File: src/rtl/ir_pkg.sv
// Shared defaults for the instruction-register queue.
package ir_pkg;
  localparam int IR_WIDTH_DEF = 32;
  localparam int IR_DEPTH_DEF = 4;
endpackage

File: src/rtl/ir_queue_mem.sv
// Storage array for ir_queue: one synchronous write port, one asynchronous read port.
// Contents are never reset; occupancy tracking lives in the parent.
module ir_queue_mem #(
  parameter int WIDTH = 32,
  parameter int DEPTH = 4,
  parameter int AW    = 2
) (
  input  logic             clk,
  input  logic             we,
  input  logic [AW-1:0]    waddr,
  input  logic [WIDTH-1:0] wdata,
  input  logic [AW-1:0]    raddr,
  output logic [WIDTH-1:0] rdata
);

  logic [WIDTH-1:0] mem [DEPTH];

  always_ff @(posedge clk) begin
    if (we) mem[waddr] <= wdata;
  end

  assign rdata = mem[raddr];

endmodule

File: src/rtl/ir_queue.sv
// Circular instruction queue; head visible one cycle after push, no bypass; full push without pop is dropped (sticky drop_err).
// Optional Flush port enabled by macro IR_FLUSH_EN.
module ir_queue
  import ir_pkg::*;
#(
  parameter int WIDTH = IR_WIDTH_DEF,
  parameter int DEPTH = IR_DEPTH_DEF
) (
  input  logic                       CLK,
  input  logic                       RST,
  input  logic [WIDTH-1:0]           IS_out,
  input  logic                       IRWre,
  input  logic                       IRRd,
`ifdef IR_FLUSH_EN
  input  logic                       Flush,
`endif
  output logic [WIDTH-1:0]           Instruction,
  output logic                       valid,
  output logic                       full,
  output logic [$clog2(DEPTH+1)-1:0] count,
  output logic                       drop_err
);

  localparam int AW = $clog2(DEPTH);
  localparam int CW = $clog2(DEPTH+1);

  logic [AW-1:0]    rd_ptr;
  logic [AW-1:0]    wr_ptr;
  logic [WIDTH-1:0] head;
  logic             pop_ok;
  logic             push_ok;
  logic             flush_now;

`ifdef IR_FLUSH_EN
  assign flush_now = Flush;
`else
  assign flush_now = 1'b0;
`endif

  // Status comes from registered count only, never from this cycle's strobes.
  assign valid   = (count != '0);
  assign full    = (count == CW'(DEPTH));
  assign pop_ok  = IRRd & valid;
  assign push_ok = IRWre & (~full | pop_ok);

  always_ff @(posedge CLK) begin
    if (RST) begin
      rd_ptr   <= '0;
      wr_ptr   <= '0;
      count    <= '0;
      drop_err <= 1'b0;
    end else if (flush_now) begin
      rd_ptr <= '0;
      wr_ptr <= '0;
      count  <= '0;
    end else begin
      if (push_ok) wr_ptr <= wr_ptr + AW'(1);
      if (pop_ok)  rd_ptr <= rd_ptr + AW'(1);
      if (push_ok && !pop_ok)      count <= count + CW'(1);
      else if (pop_ok && !push_ok) count <= count - CW'(1);
      if (IRWre && !push_ok) drop_err <= 1'b1;
    end
  end

  ir_queue_mem #(
    .WIDTH(WIDTH),
    .DEPTH(DEPTH),
    .AW   (AW)
  ) u_mem (
    .clk  (CLK),
    .we   (push_ok & ~RST & ~flush_now),
    .waddr(wr_ptr),
    .wdata(IS_out),
    .raddr(rd_ptr),
    .rdata(head)
  );

  assign Instruction = valid ? head : '0;

endmodule

File: config.mk
export PLATFORM = sky130hd
export DESIGN_NAME = ir_queue
export DESIGN_NICKNAME = d
export VERILOG_FILES = /design/src/rtl/ir_pkg.sv /design/src/rtl/ir_queue_mem.sv /design/src/rtl/ir_queue.sv
export SDC_FILE = /design/constraint.sdc
export NUM_CORES = 1
export LEC_CHECK = 0
export ABC_AREA = 0
export CELL_PAD_IN_SITES_DETAIL_PLACEMENT = 0
export CELL_PAD_IN_SITES_GLOBAL_PLACEMENT = 1
export CORE_MARGIN = 2
export CORE_UTILIZATION = 50
export CTS_CLUSTER_DIAMETER = 120
export CTS_CLUSTER_SIZE = 10
export DETAILED_ROUTE_END_ITERATION = 7
export PLACE_DENSITY = 0.88
export SYNTH_ARGS = -nofsm -noshare
export SYNTH_HDL_FRONTEND = slang
export SYNTH_HIERARCHICAL = 1
export SYNTH_SLANG_ARGS = --single-unit
File: constraint.sdc
create_clock -name CLK -period 5.95 [get_ports CLK]
set_clock_uncertainty 0.2 [all_clocks]
set_input_delay 0.595 -clock CLK [delete_from_list [all_inputs] [get_ports CLK]]
set_output_delay 0.595 -clock CLK [all_outputs]
set_load 0.02 [all_outputs]
# Word-level counts from Yosys, hierarchy flattened
# Memories as Yosys holds them, arrays and structs flattened. A register that Yosys moved wholly into a read port is not among the register bits.
# Index checks and enable logic that the tools add are counted.
# totals
regBits	8
ram_bits	128
input_bits	36
output_inout_bits	38
word_cells	30
mem_count	1
# mem_list
memory	words	width	read_ports	rd_clocked_by_memory_dff	wr	line_no	text
u_mem.mem	4	32	1	1	1	ir_queue_mem.sv:16	logic [WIDTH-1:0] mem [DEPTH];
# op_classes
add_sub_neg	4
eq_ne	1
n_mux	7
bitwise	6
reduce_logical	7
# ops
cell	count
32-bit two-way mux	1
3-bit two-way mux	2
2-bit by 1-bit adder with 2-bit output, second input constant	2
2-bit two-way mux	2
3-bit by 1-bit adder with 3-bit output, second input constant	1
1-bit bitwise AND	3
3-bit equality test, second input constant	1
1-bit logical AND	3
3-bit nonzero test	1
3-bit by 1-bit subtractor with 3-bit output, second input constant	1
1-bit zero test	2
1-bit two-way mux	2
1-bit NOT	2
2-bit nonzero test	1
1-bit bitwise OR	1

# Depth between registers and ports, before layout
# Gate-level depths: netlist of run 1.
# logic_depth
depth_word	8
depth_mapped	8
mapped_depth_nobuf	8

# By module
# Netlist of run 1, hierarchy kept.
# by_module_without_submodules
module	n_inst	cells_each	area_each_um2	seq_area_each_um2
ir_queue_mem	1	171	4689.5	3843.7
ir_queue	1	78	629.4	160.2

# Worst setup path before layout of run 1
# Ideal clock, no wire load.
# synth_timing
kind	register to register
startpoint	register count[0]
endpoint	memory u_mem.mem[0][0], enable pin
setup_time_ns	0.468
arrival_ns	3.551
required_time_ns	5.282
path_slack_ns	1.731
stages_incl_launch_ff	5
n_path_buf	0
period_less_slack_ns	4.219
path_cell_list	dfxtp_1 nor3b_4 a21boi_2 nor2b_1 nor3b_1
# synth_between
elab_chain_cells	7
elab_cells_between_ends	9
cone_classes	eq/ne: 1; mux: 2; bitwise: 5; reduce/logical: 1
# synth_lines
element	line_no	text
from (decl)	ir_queue.sv:20	output logic [$clog2(DEPTH+1)-1:0] count,
from (signal assigned)	ir_queue.sv:59	if (push_ok && !pop_ok) count <= count + CW'(1);
from (signal assigned)	ir_queue.sv:60	else if (pop_ok && !push_ok) count <= count - CW'(1);
3-bit equality test	ir_queue.sv:42	assign full = (count == CW'(DEPTH));
via full	ir_queue.sv:19	output logic full,
1-bit NOT	ir_queue.sv:44	assign push_ok = IRWre & (~full | pop_ok);
1-bit bitwise OR	ir_queue.sv:44	
1-bit bitwise AND	ir_queue.sv:44	
via push_ok	ir_queue.sv:31	logic push_ok;
1-bit bitwise AND	ir_queue.sv:71	.we (push_ok & ~RST & ~flush_now),
1-bit two-way mux	ir_queue_mem.sv:19	if (we) mem[waddr] <= wdata;
1-bit two-way mux (not written as such)	ir_queue_mem.sv:19	
to (decl)	ir_queue_mem.sv:16	
# The timed path passes the listed nets, and every way through them passes these cells.

==> results of run 1 <==
-- synth_stat cells (all sizes together) (2+ instances only) --
library cell    n
a21oi           3
and3b           2
buf            10
dfxtp           8
edfxtp        128
inv             3
mux2            2
mux4           32
nand2           2
nor2            6
nor2b          35
nor3b           2
o21ai           2
or3             2
xor2            3
-- critical path, stage by stage, from the launching register on --
cell and delay, ns:
dfxtp_2 0.46, buf_4 0.51, mux4_2 0.57, nor2b_1 0.16
clkdlybuf4s50_1 0.56
-- through the flow --
stage | setup slack [ns] | area, µm² | cells | total power, mW | utilization, %
floorplan | 1.73 | 5320 | 249 | 1.80 | -
detailed placement | 2.82 | 6160 | 451 | 2.18 | 59.7
CTS | 2.28 | 6690 | 482 | 3.09 | 64.8
global route | 2.16 | 6690 | 482 | 3.19 | 64.8
finish | 2.37 | 6690 | 482 | 3.05 | 64.8
global placement | 2.84 | 6160 | 451 | 2.16 | 59.7
-- path summary, 6_finish.rpt --
kind / cells past startpoint / endpoint / from / slack, ns
min reg2reg: 2 / drop_err / drop_err / 0.29
max: 4 / Instruction[24] / rd_ptr[0] / 2.37
min: 2 / drop_err / drop_err / 0.29
max reg2reg: 4 / u_mem/mem[2][18] / count[1] / 3.43
-- layer usage --
metal	up-vias	track usage [%]	share of wire [%]
met5	-	0	0.16
met4	2	5.84	1.3
met2	74	27.8	51
li1	1167	-	-
met1	1334	20.2	43
met3	17	5.47	5.3
-- sequential cells by signal (all words and copies together) (netlist names) --
| register | flops |
|---|---|
| wr_ptr | 2 |
| count | 3 |
| u_mem/mem | 128 |
| drop_err | 1 |
| rd_ptr | 2 |
-- power breakdown --
| group | switching, mW | internal [mW] | total (mW) |
|---|---|---|---|
| clock network | 0.367 | 0.547 | 0.914 |
| registers | 0.0611 | 1.10 | 1.16 |
| logic | 0.476 | 0.500 | 0.976 |
-- cells by family after synthesis --
| family | Yosys count | synth area share, % |
|---|---|---|
| buffers and inverters | 14 | 2.19 |
| XOR/XNOR | 3 | 0.494 |
| flip-flops | 136 | 75.3 |
| adder cells (fa/ha/maj) | 2 | 0.612 |
| AND/OR/NAND/NOR | 51 | 6.05 |
| AO/OA/AOI/OAI | 8 | 0.941 |
| multiplexers | 35 | 14.4 |
-- placed cells by master (no fill, tap or decap), types with 3 or more instances in the layout --
master	instances
nor2b_1	35
clkbuf_16	16
clkinv_2	5
edfxtp_1	128
a21oi_1	3
clkinvlp_4	3
clkdlybuf4s50_1	73
inv_1	3
nor2_1	6
mux4_2	30
dfxtp_1	6
xor2_1	3
buf_4	4
-- final cells by class --
| type | instances | area, µm² | area share (%) |
|---|---|---|---|
| multi-input cells | 99 | 1210 | 18.1 |
| clock inverters | 13 | 108 | 1.61 |
| repair buffers | 77 | 761 | 11.4 |
| inverters | 3 | 11.3 | 0.168 |
| clock buffers | 18 | 418 | 6.25 |
| flip-flops and latches | 136 | 4010 | 59.9 |
| well taps | 136 | 170 | 2.54 |
==> metrics.md, run 1 <==
| Metric | Value |
|---|---|
| Post-route ant nets | 0 |
| # H-tree levels | 4 |
| Reg clk slew, reported paths | 0.06 ns |
| Required time worst endpoint | between 5 and 6 ns |
| Rows | 37 |
| Routed vias/inst | between 5 and 6 |
| Worst hold margin | between 0.2 and 0.3 ns |
| First-pass GRT wire length | 13.8 mm |
| Worst slew pin tran | approximately 0.9 ns |
| Die width | 107 µm |
| Yosys Warn Count | 6 |
| NumNets Final | 372 |
| Core box area | approximately 10000 µm² |
| Final setup vio count | 0 |
| Hpwl dp | 5.04 mm |
| Distinct cells, synth | 29 |
| Worst Setup Path Type | flip-flop to output port |
| Die height | ~110 µm |
| Max-cap check violation count | 0 |
| TritonCTS clock tree | yes |
| Share of layout cells above drive strength 1 | roughly a fifth |
| Worst vdd ir | between 300 and 400 µV |
| Fmax | approximately 280 MHz |
| Largest net degree at the start of global routing | 36 |
| Final hold viol count | 0 |
| Seq/Total Area, Yosys | 75.3% |
| Fillcell total | 689 |
| Status | completed |
| Port-buffer cells | 73 |
| IO Pins | 74 |
| Post_cts resized | 0 |
| Max clock buf depth | 2 |
| Post-CTS Setup Inserts | 0 |
| Starting Density | between 50 and 60% |
| Routed len/inst | roughly 18 µm |
| CTS buffer count | 17 |
| Die ar. | 11500 µm² |
| Worst setup EP type | output port |
| Critical Path Fanout Max | 27 |
| Mapped Cells | approximately 250 |
| CTS sink cnt | roughly 140 |
| Post-Syn Area | about 5300 µm² |
| Syn_nets | ~290 |
| Post-synth ARST share | 0% |
| Tmin final | between 3 and 4 ns |
| Slew margin rel. | roughly two fifths |
| Hold Crit Class | flip-flop to flip-flop |
| Final worst-path cycle share | 60.2% |
| Hold-fix buffer count after cts | 0 |
| EDFF count, synth | roughly 130 |
| Area delta synth->final | 25.7% |
| Critical Path AT | ~2.8 ns |
| Yosys top cell area share | roughly 72% |
| Congestion Overflow GR | 0 |
| Final max-slew violation count | 0 |
| Initial antenna violation count | 1 |
| Drt total wl | 8.89 mm |
| Fin Setup TNS | 0 ns |
| P_leak | roughly 2.2 nW |
| Vias in the first global route | 2703 |
| Initial DRC count | ~100 |
| DR DRC count | 0 |
| RSZ-0062 raised after global routing | false |
| DR pass1 iterations | 4 |
| GPL Wtd Cong | between 0.7 and 0.8 |
| Number of diodes | 0 |
| CTS root buf | clkbuf_8 |
| Startpoint Class | flip-flop |
| Routed vias | roughly 2600 |
| Avg Synthesized Cell Area | around 21 µm² |
| Synth area leaders | edfxtp_1 (72%), mux4_2 (13%), nor2b_1 (4.1%) |
| Yosys top cell by area | edfxtp_1 |
| Clock Latency Late Sink | 0.51 ns |
| Main synth FF type | edfxtp_1 |
| Pwr/cell area | between 400 and 500 nW/µm² |
| Synthesis-stage register bit count | between 100 and 150 |
| Total GRT Usage | 16.6% |
Power figures use the tool's default switching activity.
==> inputs of run 2 (changes only) <==
--- a/config.mk
+++ b/config.mk
@@ -9,11 +9,11 @@
 export CELL_PAD_IN_SITES_DETAIL_PLACEMENT = 0
 export CELL_PAD_IN_SITES_GLOBAL_PLACEMENT = 1
 export CORE_MARGIN = 2
-export CORE_UTILIZATION = 50
+export CORE_UTILIZATION = 47
 export CTS_CLUSTER_DIAMETER = 120
 export CTS_CLUSTER_SIZE = 10
 export DETAILED_ROUTE_END_ITERATION = 7
-export PLACE_DENSITY = 0.88
+export PLACE_DENSITY = 0.84
 export SYNTH_ARGS = -nofsm -noshare
 export SYNTH_HDL_FRONTEND = slang
 export SYNTH_HIERARCHICAL = 1
==> constraint.sdc (replaced) <==
create_clock -name CLK -period 3.6 [get_ports CLK]
set_clock_uncertainty 0.2 [all_clocks]
set_input_delay 0.36 -clock CLK [delete_from_list [all_inputs] [get_ports CLK]]
set_output_delay 0.36 -clock CLK [all_outputs]
set_load 0.02 [all_outputs]
==> run 2 against run 1 <==
  * Die area is 6.1% higher
  * Total power is 68% higher
  * Via count is 0.54% lower
  * Non-clock buffer count is 6 higher
  * Routed wire length is 4.0% higher
  * Flip-flop and latch count stayed put
  * Cell count is 2.3% higher
  * Final area is 1.2% higher
  * Register-to-register slack worse by 2.3 ns
  * Critical path type unchanged
  * Largest power group unchanged
==> metrics.md, run 2 (synthesis results as in run 1) <==
| Metric | Value |
|---|---|
| Status | completed |
| Multi-input gate area | 1220 µm² |
| Worst setup EP type | output port |
| Post_cts resized | 0 |
| First-pass GRT wire length | approximately 14 mm |
| Post-CTS Setup Inserts | 0 |
| Routed vias | around 2600 |
| Pwr/cell area | roughly 760 nW/µm² |
| Fmax | 330 MHz |
| CTS root buf | clkbuf_16 |
| Worst path slowest cell | dfxtp_2 |
| Initial antenna violation count | 0 |
| Met3 wire len | around 440 µm |
| GPL Wtd Cong | 0.756 |
| DR pass1 iterations | 4 |
| Die ar. | between 10000 and 15000 µm² |
| Initial DRC count | approximately 100 |
| NumNets Final | ~380 |
| Routed len/inst | about 19 µm |
| Worst vdd ir | between 600 and 700 µV |
| RSZ-0062 raised after global routing | false |
| Number of diodes | 0 |
| Cell-internal power | 3.61 mW |
| Largest regs | u_mem/mem (128), count (3) |
| Net Switching | 1.51 mW |
| Vias in the first global route | around 2700 |
| Congestion Overflow GR | 0 |
| Final setup vio count | 0 |
| Largest reg by FF count | u_mem/mem |
| Port-buffer cells | 73 |
| Critical path, cell by cell | mux4_2, nor2b_1, clkdlybuf4s50_1 |
| Critical Path AT | approximately 2.5 ns |
| Startpoint Class | flip-flop |
| DR top layer | met4 |
| Placed cell area | 6230 µm² |
| Hpwl dp | between 5 and 6 mm |
| Area delta synth->final | 27.3% |
| Fin Setup TNS | 0 ns |
| CTS sink cnt | 136 |
| Hold Crit Class | flip-flop to flip-flop |
| Post-route ant nets | 0 |
| Slew margin rel. | between 40% and 50% |
| # H-tree levels | 4 |
| Logic pwr share | between 30% and 40% |
| Final worst-path cycle share | between 80% and 90% |
| Worst path bufs/invs | 1 |
| IO Pins | 74 |
| CTS buffer count | 17 |
| Die width | roughly 110 µm |
| Clock Latency Late Sink | about 0.4 ns |
| Max-cap check violation count | 0 |
| Pre-CTS setup slack | 0.805 ns |
| Met2 wire length | ~4.8 mm |
| TritonCTS clock tree | yes |
| Critical path's top delay family | flip-flops |
| Clock share of power | between 30% and 40% |
| Starting Density | just under 50% |
| Fillcell total | roughly 800 |
| Hold-fix buffer count after cts | 0 |
| Required time worst endpoint | approximately 3.0 ns |
| Largest register FFs | about 130 |
| Share of layout cells above drive strength 1 | between 20 and 25% |
| Max clock buf depth | 2 |
| Worst slew pin tran | approximately 0.86 ns |
| Design area | ~6800 µm² |
| Commonest non-fill, non-tap cell in the layout | edfxtp_1 |
| Drt total wl | roughly 9.2 mm |
| Core box area | approximately 11000 µm² |
| Slowest Stage Delay on Critical Path | roughly 0.89 ns |
| Switching share of power | approximately 29% |
| Final hold viol count | 0 |
| Die height | 110 µm |
| Total GRT Usage | about 17% |
| Critical Path Fanout Max | 34 |
| Setup ws final | around 0.57 ns |
| Worst Setup Path Type | flip-flop to output port |
| Sequential Area | roughly 4000 µm² |
| Reg clk slew, reported paths | approximately 0.06 ns |
| DR DRC count | 0 |
| Seq pwr share | a little under two fifths |
| Routed vias/inst | around 5.2 |
| Rows | 38 |
| Tmin final | a little over 3 ns |
| P_leak | between 2 and 2.5 nW |
| Final max-slew violation count | 0 |
| Met1 Wirelength | around 3.8 mm |
| Largest net degree at the start of global routing | 36 |
| Most frequent cells in the layout | edfxtp_1 (128), clkdlybuf4s50_1 (73), nor2b_1 (35), mux4_2 (30), clkbuf_16 (17) |
run 2: final timing paths:
kind                            startpoint          endpoint  slack, ns  cells after the start
worst min-delay path              drop_err          drop_err       0.30                      2
worst min register to register    drop_err          drop_err       0.30                      2
worst max-delay path             rd_ptr[1]   Instruction[27]       0.57                      3
worst max register to register    count[0]  u_mem/mem[2][11]       1.09                      5
run 2: routing by layer:
metal / global-route usage [%] / up-vias
li1: - / 1183
met1: 20.6 / 1300
met2: 28.3 / 82
met3: 4.59 / 15
met4: 7.50 / 0
met5: 0 / -
run 2: area by class of cell:
class                      count  share of cell area (%)
clock buffer                  18                    6.34
clock inverter                14                    1.61
inverter                       3                   0.166
multi-input combinational     99                    18.0
sequential                   136                    59.2
tap                          140                    2.59
timing repair buffer          83                    12.1
run 2: tightest hold or removal path: cells and delay by family (launching register included):
kind / cells / cell delay [ns]
flip-flops: 1 / 0.34
AND/OR/NAND/NOR: 1 / 0.08
AO/OA/AOI/OAI: 1 / 0.05
run 2: through the flow:
stage | util [%] | hold slack, ns | total power, mW | std cells
3_5_place_dp | 57.0 | 0.264 | 3.64 | 461
6_report | 61.9 | 0.297 | 5.12 | 493
5_1_grt | 61.9 | 0.348 | 5.35 | 493
3_3_place_gp | 57.0 | 0.273 | 3.61 | 461
4_1_cts | 61.9 | 0.300 | 5.18 | 493
2_1_floorplan | - | 0.259 | 2.97 | 249
run 2: power groups by stage:
stage          clock [mW]  combinational (mW)  sequential, mW
4_1_cts              1.57                1.68            1.94
5_1_grt              1.63                1.76            1.95
3_3_place_gp            0                1.65            1.96
2_1_floorplan           0                1.05            1.92
3_5_place_dp            0                1.67            1.97
6_report             1.54                1.64            1.93
==> inputs of run 3 (changes only) <==
==> constraint.sdc (replaced) <==
create_clock -name CLK -period 2.9 [get_ports CLK]
set_clock_uncertainty 0.2 [all_clocks]
set_input_delay 0.29 -clock CLK [delete_from_list [all_inputs] [get_ports CLK]]
set_output_delay 0.29 -clock CLK [all_outputs]
set_load 0.02 [all_outputs]
==> run 3 against run 2 <==
  * Clock power up 45%
  * Final area up 2.0%
  * Clock-buffer cell count down 1
  * Flip-flop and latch count unchanged
  * Critical path depth up 1
  * Routed wire length about the same
  * Hold slack better by 0.0069 ns
  * Non-clock buffer count up 4
  * Combinational power up 30%
==> metrics.md, run 3 (synthesis results as in run 1) <==
| Metric | Value |
|---|---|
| Commonest non-fill, non-tap cell in the layout | edfxtp_1 |
| Hold Crit Class | flip-flop to flip-flop |
| Status | completed |
| DR pass1 iterations | 4 |
| Tmin final | ~2.8 ns |
| Post-CTS Setup Inserts | 0 |
| Max clock buf depth | 2 |
| Clock Latency Late Sink | just over 0.4 ns |
| Largest register FFs | approximately 130 |
| Final setup vio count | 0 |
| Fillcell total | 784 |
| Final max-slew violation count | 0 |
| End of the worst register-to-register path | count[2] |
| Die height | approximately 110 µm |
| Routed len/inst | between 15 and 20 µm |
| Critical path's top delay family | buffers and inverters |
| Post_cts resized | 0 |
| Largest net degree at the start of global routing | 36 |
| NumNets Final | approximately 380 |
| Die width | between 100 and 150 µm |
| Congestion Overflow GR | 0 |
| Share of layout cells above drive strength 1 | between 20% and 30% |
| Initial antenna violation count | 0 |
| Routed vias/inst | 5.25 |
| Slew margin rel. | 72.6% |
| Worst Setup Path Type | flip-flop to output port |
| Area delta synth->final | 29.8% |
| Multi-input gate area | between 1000 and 1500 µm² |
| Critical Path Fanout Max | 8 |
| Slowest Stage Delay on Critical Path | around 0.57 ns |
| Hold path start | drop_err |
| GPL Wtd Cong | between 0.6 and 0.7 |
| Rows | 38 |
| Reg clk slew, reported paths | 0.06 ns |
| CTS root buf | clkbuf_16 |
| CTS buffer count | 17 |
| Design area | slightly below 7000 µm² |
| Startpoint Class | flip-flop |
| Initial DRC count | approximately 180 |
| DR DRC count | 0 |
| Routed vias | between 2000 and 3000 |
| TritonCTS clock tree | yes |
| Post-route ant nets | 0 |
| Vias in the first global route | 2709 |
| Port-buffer cells | between 70 and 80 |
| Starting Density | approximately half |
| Total GRT Usage | between 10% and 20% |
| WHS Endpoint | drop_err |
| P_leak | approximately 2.3 nW |
| IO Pins | 74 |
| Core box area | 10900 µm² |
| Die ar. | around 12000 µm² |
| Hold-fix buffer count after cts | 0 |
| Fin Setup TNS | 0 ns |
| Fmax | between 300 and 400 MHz |
| Largest reg by FF count | u_mem/mem |
| Pwr/cell area | ~970 nW/µm² |
| Critical path, cell by cell | buf_4, mux4_1, nor2b_1, clkdlybuf4s50_1 |
| Worst vdd ir | about 550 µV |
| Worst path bufs/invs | 2 |
| First-pass GRT wire length | roughly 14 mm |
| Final worst-path cycle share | between 90% and 100% |
| # H-tree levels | 4 |
| Critical Path AT | roughly 2.3 ns |
| Sequential Area | 4010 µm² |
| Most frequent cells in the layout | edfxtp_1 (128), clkdlybuf4s50_1 (73), nor2b_1 (35), mux4_2 (30), clkbuf_16 (18) |
| CTS sink cnt | ~140 |
| Origin of the critical flop-to-flop path | count[0] |
| Required time worst endpoint | roughly 2.4 ns |
| Largest regs | u_mem/mem (128), count (3) |
| Worst R2R Setup Slack | 0.49 ns |
| Final hold viol count | 0 |
| RSZ-0062 raised after global routing | false |
| Worst slew pin tran | ~0.41 ns |
| Worst path slowest cell | clkdlybuf4s50_1 |
| Max-cap check violation count | 0 |
| Worst R2R Path Depth | 8 |
| Worst setup EP type | output port |
| Hpwl dp | ~5.5 mm |
| Placed cell area | 6250 µm² |
| Number of diodes | 0 |
| Drt total wl | 9.24 mm |
| Hold path depth | 2 |
[run 3: cell count changes in the layout (fill, tap and decap cells not counted)]
| cell | before | now |
|---|---|---|
| clkinv_2 | 4 | 2 |
| clkbuf_16 | 17 | 18 |
| buf_4 | 9 | 12 |
| clkinv_1 | 3 | 1 |
| clkbuf_1 | 1 | 0 |
| bufinv_16 | 1 | 4 |
| inv_6 | 1 | 3 |
[run 3: per-stage QoR]
stage	setup WS (ns)	instances	power [mW]	util (%)	hold slack, ns
global route	0.00832	497	7.03	63.1	0.313
floorplan	0.238	249	3.69	-	0.189
CTS	0.0354	496	6.77	62.9	0.298
global placement	0.359	464	4.50	57.2	0.278
finish	0.0883	497	6.72	63.1	0.304
detailed placement	0.286	464	4.52	57.2	0.286
[run 3: final cells by class]
cell class              instances  area share (%)
inverters                       3           0.163
repair buffers                 87            12.5
clock buffers                  17            6.16
flip-flops and latches        136            58.0
well taps                     140            2.54
clock inverters                15            2.88
multi-input cells              99            17.7
[run 3: per-layer routing]
layer	global-route usage, %	wire (µm)	vias to the layer above
met1	19.7	3930	1342
li1	-	-	1192
met4	8.04	119	0
met2	27.8	4810	65
met5	0	0	-
met3	4.94	386	9
[run 3: power by group]
group	internal (mW)	switching, mW	total, mW
logic	1.09	1.05	2.13
registers	2.26	0.0912	2.35
clock network	1.44	0.787	2.23
[run 3: worst max-delay path by stage]
| stage | startpoint | end | slack, ns | depth (start not counted) |
|---|---|---|---|---|
| after CTS | rd_ptr[0] | Instruction[0] | 0.04 | 4 |
| after global routing | rd_ptr[0] | Instruction[31] | 0.008 | 4 |
| final | rd_ptr[0] | Instruction[31] | 0.09 | 4 |
| after detailed placement | IRRd | count[2] | 0.29 | 9 |
| after global placement | IRRd | count[2] | 0.36 | 9 |
| after floorplan | count[0] | u_mem/mem[0][0] | 0.24 | 4 |
[run 3: worst min-delay path: cells and delay by family, from the launching register on]
kind	cells	cell delay [ns]
flops	1	0.34
simple gates	1	0.08
compound gates	1	0.05
